File: config.mk
export PLATFORM = sky130hd
export DESIGN_NAME = unidade_controle_jogo
export DESIGN_NICKNAME = d
export VERILOG_FILES = /design/src/rtl/unidade_controle_jogo_pkg.sv /design/src/rtl/unidade_controle_jogo_contador_timeout.sv /design/src/rtl/unidade_controle_jogo.sv
export SDC_FILE = /design/constraint.sdc
export NUM_CORES = 1
export LEC_CHECK = 0
export ABC_AREA = 1
export CAP_MARGIN = 20
export CORE_ASPECT_RATIO = 1.5
export CORE_MARGIN = 2
export CORE_UTILIZATION = 55
export CTS_CLUSTER_DIAMETER = 80
export DETAILED_ROUTE_END_ITERATION = 8
export DONT_BUFFER_PORTS = 1
export PLACE_DENSITY = 0.71
export SLEW_MARGIN = 20
export SYNTH_ARGS = -nofsm -noshare
export SYNTH_HDL_FRONTEND = slang
export SYNTH_SLANG_ARGS = --single-unit
File: constraint.sdc
create_clock -name clock -period 1.2 [get_ports clock]
set_input_delay 0.12 -clock clock [delete_from_list [all_inputs] [get_ports clock]]
set_output_delay 0.12 -clock clock [all_outputs]
set_load 0.02 [all_outputs]
File: src/rtl/unidade_controle_jogo_pkg.sv
// Shared state encoding for the game control unit, so the FSM and anything
// decoding db_estado agree on the same 4-bit codes.
package unidade_controle_jogo_pkg;

    localparam int unsigned LARG_ESTADO = 4;

    typedef enum logic [LARG_ESTADO-1:0] {
        INICIAL           = 4'h0,
        PREPARACAO        = 4'h1,
        INICIO_RODADA     = 4'h2,
        ESPERA_JOGADA     = 4'h3,
        REGISTRA          = 4'h4,
        COMPARA           = 4'h5,
        PROXIMA_JOGADA    = 4'h6,
        PROXIMA_SEQUENCIA = 4'h7,
        FIM_ACERTOU       = 4'hA,
        FIM_ERROU         = 4'hE,
        FIM_TIMEOUT       = 4'hF
    } estado_t;

endpackage

File: src/rtl/unidade_controle_jogo_contador_timeout.sv
// Inactivity counter: counts cycles while enabled, synchronous clear,
// flags the last allowed cycle (count == TIMEOUT_CICLOS-1).
module unidade_controle_jogo_contador_timeout #(
    parameter int unsigned TIMEOUT_CICLOS = 5000,
    parameter int unsigned LARG_TIMEOUT   = 13
) (
    input  logic clock,
    input  logic reset,
    input  logic zera,
    input  logic conta,
    output logic fim
);

    logic [LARG_TIMEOUT-1:0] contagem;

    always_ff @(posedge clock or posedge reset) begin
        if (reset) begin
            contagem <= '0;
        end else if (zera) begin
            contagem <= '0;
        end else if (conta) begin
            contagem <= contagem + LARG_TIMEOUT'(1);
        end
    end

    assign fim = conta && (contagem == LARG_TIMEOUT'(TIMEOUT_CICLOS - 1));

endmodule

File: src/rtl/unidade_controle_jogo.sv
// Moore control FSM for the memory game: sequences the address/sequence
// counters and play register, and reports hit/miss/timeout end states.
module unidade_controle_jogo
    import unidade_controle_jogo_pkg::*;
#(
    parameter int unsigned TIMEOUT_CICLOS = 5000,
    parameter int unsigned LARG_TIMEOUT   = 13
) (
    input  logic       clock,
    input  logic       reset,
    input  logic       iniciar,
    input  logic       jogadaIgualMemoria,
    input  logic       enderecoIgualSequencia,
    input  logic       tem_jogada,
    input  logic       fimS,
    output logic       zeraE,
    output logic       contaE,
    output logic       zeraS,
    output logic       contaS,
    output logic       zeraR,
    output logic       registraR,
    output logic       pronto,
    output logic       acertou,
    output logic       errou,
    output logic       timeout,
    output logic [3:0] db_estado
);

    estado_t estado, proximo;
    logic    espera;
    logic    fim_timeout;

    assign espera = (estado == ESPERA_JOGADA);

    // Counter is held at zero outside ESPERA_JOGADA, so every entry restarts it.
    unidade_controle_jogo_contador_timeout #(
        .TIMEOUT_CICLOS(TIMEOUT_CICLOS),
        .LARG_TIMEOUT  (LARG_TIMEOUT)
    ) u_contador_timeout (
        .clock(clock),
        .reset(reset),
        .zera (!espera),
        .conta(espera),
        .fim  (fim_timeout)
    );

    always_ff @(posedge clock or posedge reset) begin
        if (reset) begin
            estado <= INICIAL;
        end else begin
            estado <= proximo;
        end
    end

    always_comb begin
        proximo   = INICIAL;
        zeraE     = 1'b0;
        contaE    = 1'b0;
        zeraS     = 1'b0;
        contaS    = 1'b0;
        zeraR     = 1'b0;
        registraR = 1'b0;
        pronto    = 1'b0;
        acertou   = 1'b0;
        errou     = 1'b0;
        timeout   = 1'b0;
        unique case (estado)
            INICIAL: proximo = iniciar ? PREPARACAO : INICIAL;
            PREPARACAO: begin
                zeraE   = 1'b1;
                zeraS   = 1'b1;
                zeraR   = 1'b1;
                proximo = INICIO_RODADA;
            end
            INICIO_RODADA: begin
                zeraE   = 1'b1;
                zeraR   = 1'b1;
                proximo = ESPERA_JOGADA;
            end
            // A play arriving on the last timeout cycle takes precedence.
            ESPERA_JOGADA: begin
                if (tem_jogada)       proximo = REGISTRA;
                else if (fim_timeout) proximo = FIM_TIMEOUT;
                else                  proximo = ESPERA_JOGADA;
            end
            REGISTRA: begin
                registraR = 1'b1;
                proximo   = COMPARA;
            end
            COMPARA: begin
                if (!jogadaIgualMemoria)          proximo = FIM_ERROU;
                else if (!enderecoIgualSequencia) proximo = PROXIMA_JOGADA;
                else if (fimS)                    proximo = FIM_ACERTOU;
                else                              proximo = PROXIMA_SEQUENCIA;
            end
            PROXIMA_JOGADA: begin
                contaE  = 1'b1;
                proximo = ESPERA_JOGADA;
            end
            PROXIMA_SEQUENCIA: begin
                contaS  = 1'b1;
                proximo = INICIO_RODADA;
            end
            FIM_ACERTOU: begin
                pronto  = 1'b1;
                acertou = 1'b1;
                proximo = iniciar ? PREPARACAO : FIM_ACERTOU;
            end
            FIM_ERROU: begin
                pronto  = 1'b1;
                errou   = 1'b1;
                proximo = iniciar ? PREPARACAO : FIM_ERROU;
            end
            FIM_TIMEOUT: begin
                pronto  = 1'b1;
                timeout = 1'b1;
                proximo = iniciar ? PREPARACAO : FIM_TIMEOUT;
            end
            default: proximo = INICIAL;
        endcase
    end

    assign db_estado = 4'(estado);

endmodule
==> impl_metrics.toml <==
[status]
status = "complete, but fails checks"
violations = "negative setup slack"

[synthesis]
async_flop_share_pct = 100
seq_area_frac_synth_pct = 37.9
synth_edf_count = 0
synth_nets = 176
synth_ff_type = "dfrtp_1"
yosysTopAreaCellShare_pct = 37.9
synthTopCellsByArea = "dfrtp_1, nand2_1, nor2_1, inv_1, nand3_1"
yosysWarnings = 0
yosys.area.top_type = "dfrtp_1"
ys_ff_latch = 17
synth_common_cells = "nand2_1, nor2_1, inv_1"
netlist_area_um2 = 1120
yosysMostFrequentCell = "nand2_1"
synthCells = 168
yosysUniqueCellTypes = 22
synth.avg_cell_area_um2 = 6.67

[clock_network]
cts.sinks = 17
cts-root-buf = "clkbuf_4"
h-tree-depth = 1
clock_path_buffers = 2
path_clk_slew_ps = 120
clk_latency_ps = 330
cts_buffers = 3
cts_tree = "built"

[finish]
drive_above_1_share_pct = 40.6
antenna_cells = 0
area_growth_pct = 49.6
fin_nets = 211

[placement]
place_ws_ps = -31.9
dp_hpwl_um = 2160
gp_congestion = 0.821
io_buffers = 0

[setup_path]
crit_family = "flip-flops"
crit_chain = "inv_2 -> nor2_4 -> inv_2 -> o21ai_2 -> inv_2 -> nor2_4"
worst_setup_path_end_kind = "output pin"
slowest_stage = "dfrtp_2"
reg2reg_depth = 5
cp.arrival_ps = 1480
required_ps = 1080
path_class = "reg2out"
slowest_delay_ps = 440
reg2reg_slack_ps = -230
cp_num_buf_inv = 3
cp_common_cell = "inv_2"
r2r-end = "u_contador_timeout.contagem[12]"
cp_max_fo = 3
cp-start-kind = "flip-flop"
timing.rr.start = "u_contador_timeout.contagem[2]"

[worst_hold_path]
whs_endpoint = "db_estado[2]"
hold_path.class = "in2reg"
holdPathStages = 4
hp-start = "tem_jogada"

[pwr]
total_leakage_power_uw = 0.000771
ir_drop_uv = 1660
power_density_nw_per_um2 = 1990
power_uw = 3340

[timing]
worst_pin_slew_ps = 324
hold_viol = 0
finalSetupViolations = 28
min_period_ps = 1600
fin_crit_sh_pct = 133
finalSetupTns_ps = -4930
skew_ps = 10.2
drv_slew = 0
maxSlewHeadroom_pct = 78.4
setup_ws_ps = -400
max_freq_ghz = 0.625
rsz0062_at_grt = "true"

[detailed_routing]
avgViaCountPerCell = 6.32
wl_met3_um = 386
dr.pass1.iters = 5
drcViolationCount = 0
route.final.wire_length_um = 4340
top_layer_used = "met4"
wl_met1_um = 1340
wl_met2_um = 2150
ant_nets = 0
dr_total_vias = 1416
post_drt_wl_per_cell_um = 19.4
dr.first_iter.drc_count = 82

[floorplan]
die_area_um2 = 2420
core_um2 = 1980
floorplan.initialDensity_pct = 56.7
fp.dieW_um = 40.9
die_height_um = 59.3
rows = 20
ios = 21

[global_route]
grt_antenna_before_repair = 0
track_usage_pct = 29.8
grt_pass1_vias = 1180
grt_max_degree = 18
grt_pass1_wl_um = 4900
overflow = 0

[flow_run]
drv_cap = 0
-- power by group --
part           internal (uW)  switching, uW
combinational            815           1390
sequential               664            113
clock                    131            231
total                   1610           1730
-- layer usage --
metal  vias up  global-route usage [%]
met5         -                       0
met4         0                    14.8
met3        56                    2.63
met2       123                    55.8
met1       647                    29.3
li1        590                       -
-- sequential cells by signal, indices dropped and copies added, names as in the netlist --
signal	flops
db_estado	4
u_contador_timeout.contagem	13
-- stage by stage --
step / area, um^2 / hold slack [ps] / utilization (%) / instances
after floorplan: 1170 / 45.8 / - / 168
final: 1680 / 48.9 / 84.8 / 224
after detailed placement: 1320 / 43.5 / 67.0 / 207
after CTS: 1480 / 26.8 / 74.8 / 220
after global placement: 1320 / 36.6 / 67.0 / 207
after global routing: 1680 / 62.2 / 84.8 / 224
-- worst max-delay path by stage --
stage | from | endpoint | slack (ps) | cells past startpoint
final | db_estado[0] | zeraR | -400 | 6
after global routing | db_estado[0] | zeraR | -450 | 5
after CTS | db_estado[1] | zeraR | -280 | 5
after detailed placement | db_estado[3] | u_contador_timeout.contagem[2] | -30 | 5
after global placement | db_estado[3] | u_contador_timeout.contagem[2] | -3 | 5
after floorplan | db_estado[0] | zeraR | -130 | 7
-- timing repair --
action,4_1_cts,5_1_grt
hold buffers,3,0
buffers inserted,5,6
setup endpoints to repair,11,28
gates resized for setup,15,44
endpoints found under the hold margin,19,0
cloned,1,0
pin swaps,7,22
-- cell type report --
| class | count | area, um^2 |
|---|---|---|
| Fill cell | 95 | 300 |
| Timing Repair Buffer | 32 | 298 |
| Multi-Input combinational cell | 119 | 766 |
| Tap cell | 22 | 27.5 |
| Inverter | 29 | 121 |
| Timing Repair inverter | 1 | 7.51 |
| Sequential cell | 17 | 430 |
| Clock buffer | 4 | 26.3 |
-- cells by family after synthesis --
kind of cell	after synthesis	synth area share, %
compound gates	14	7.81
fa+ha+maj	1	1.12
simple gates	104	40.7
buf+inv	32	12.4
flops	17	37.9
-- placed cells by master (no fill, tap or decap), drive strengths merged --
master | netlist | layout
a21oi | 9 | 9
inv | 29 | 29
ha | 1 | 1
buf | 3 | 29
nor2 | 41 | 41
o21bai | 1 | 1
nand4 | 4 | 4
clkinvlp | 0 | 1
nor3 | 1 | 1
nand3 | 15 | 15
dfrtp | 17 | 17
nand3b | 1 | 1
nand2 | 42 | 42
o21ai | 4 | 4
dlygate4sd3 | 0 | 3
clkbuf | 0 | 4
-- tightest hold or removal path: stages --
cell and delay [ps]:
inv_1 20, nand2_1 90, nand2_4 60, nand2_2 60
Power figures use the tool's default switching activity.
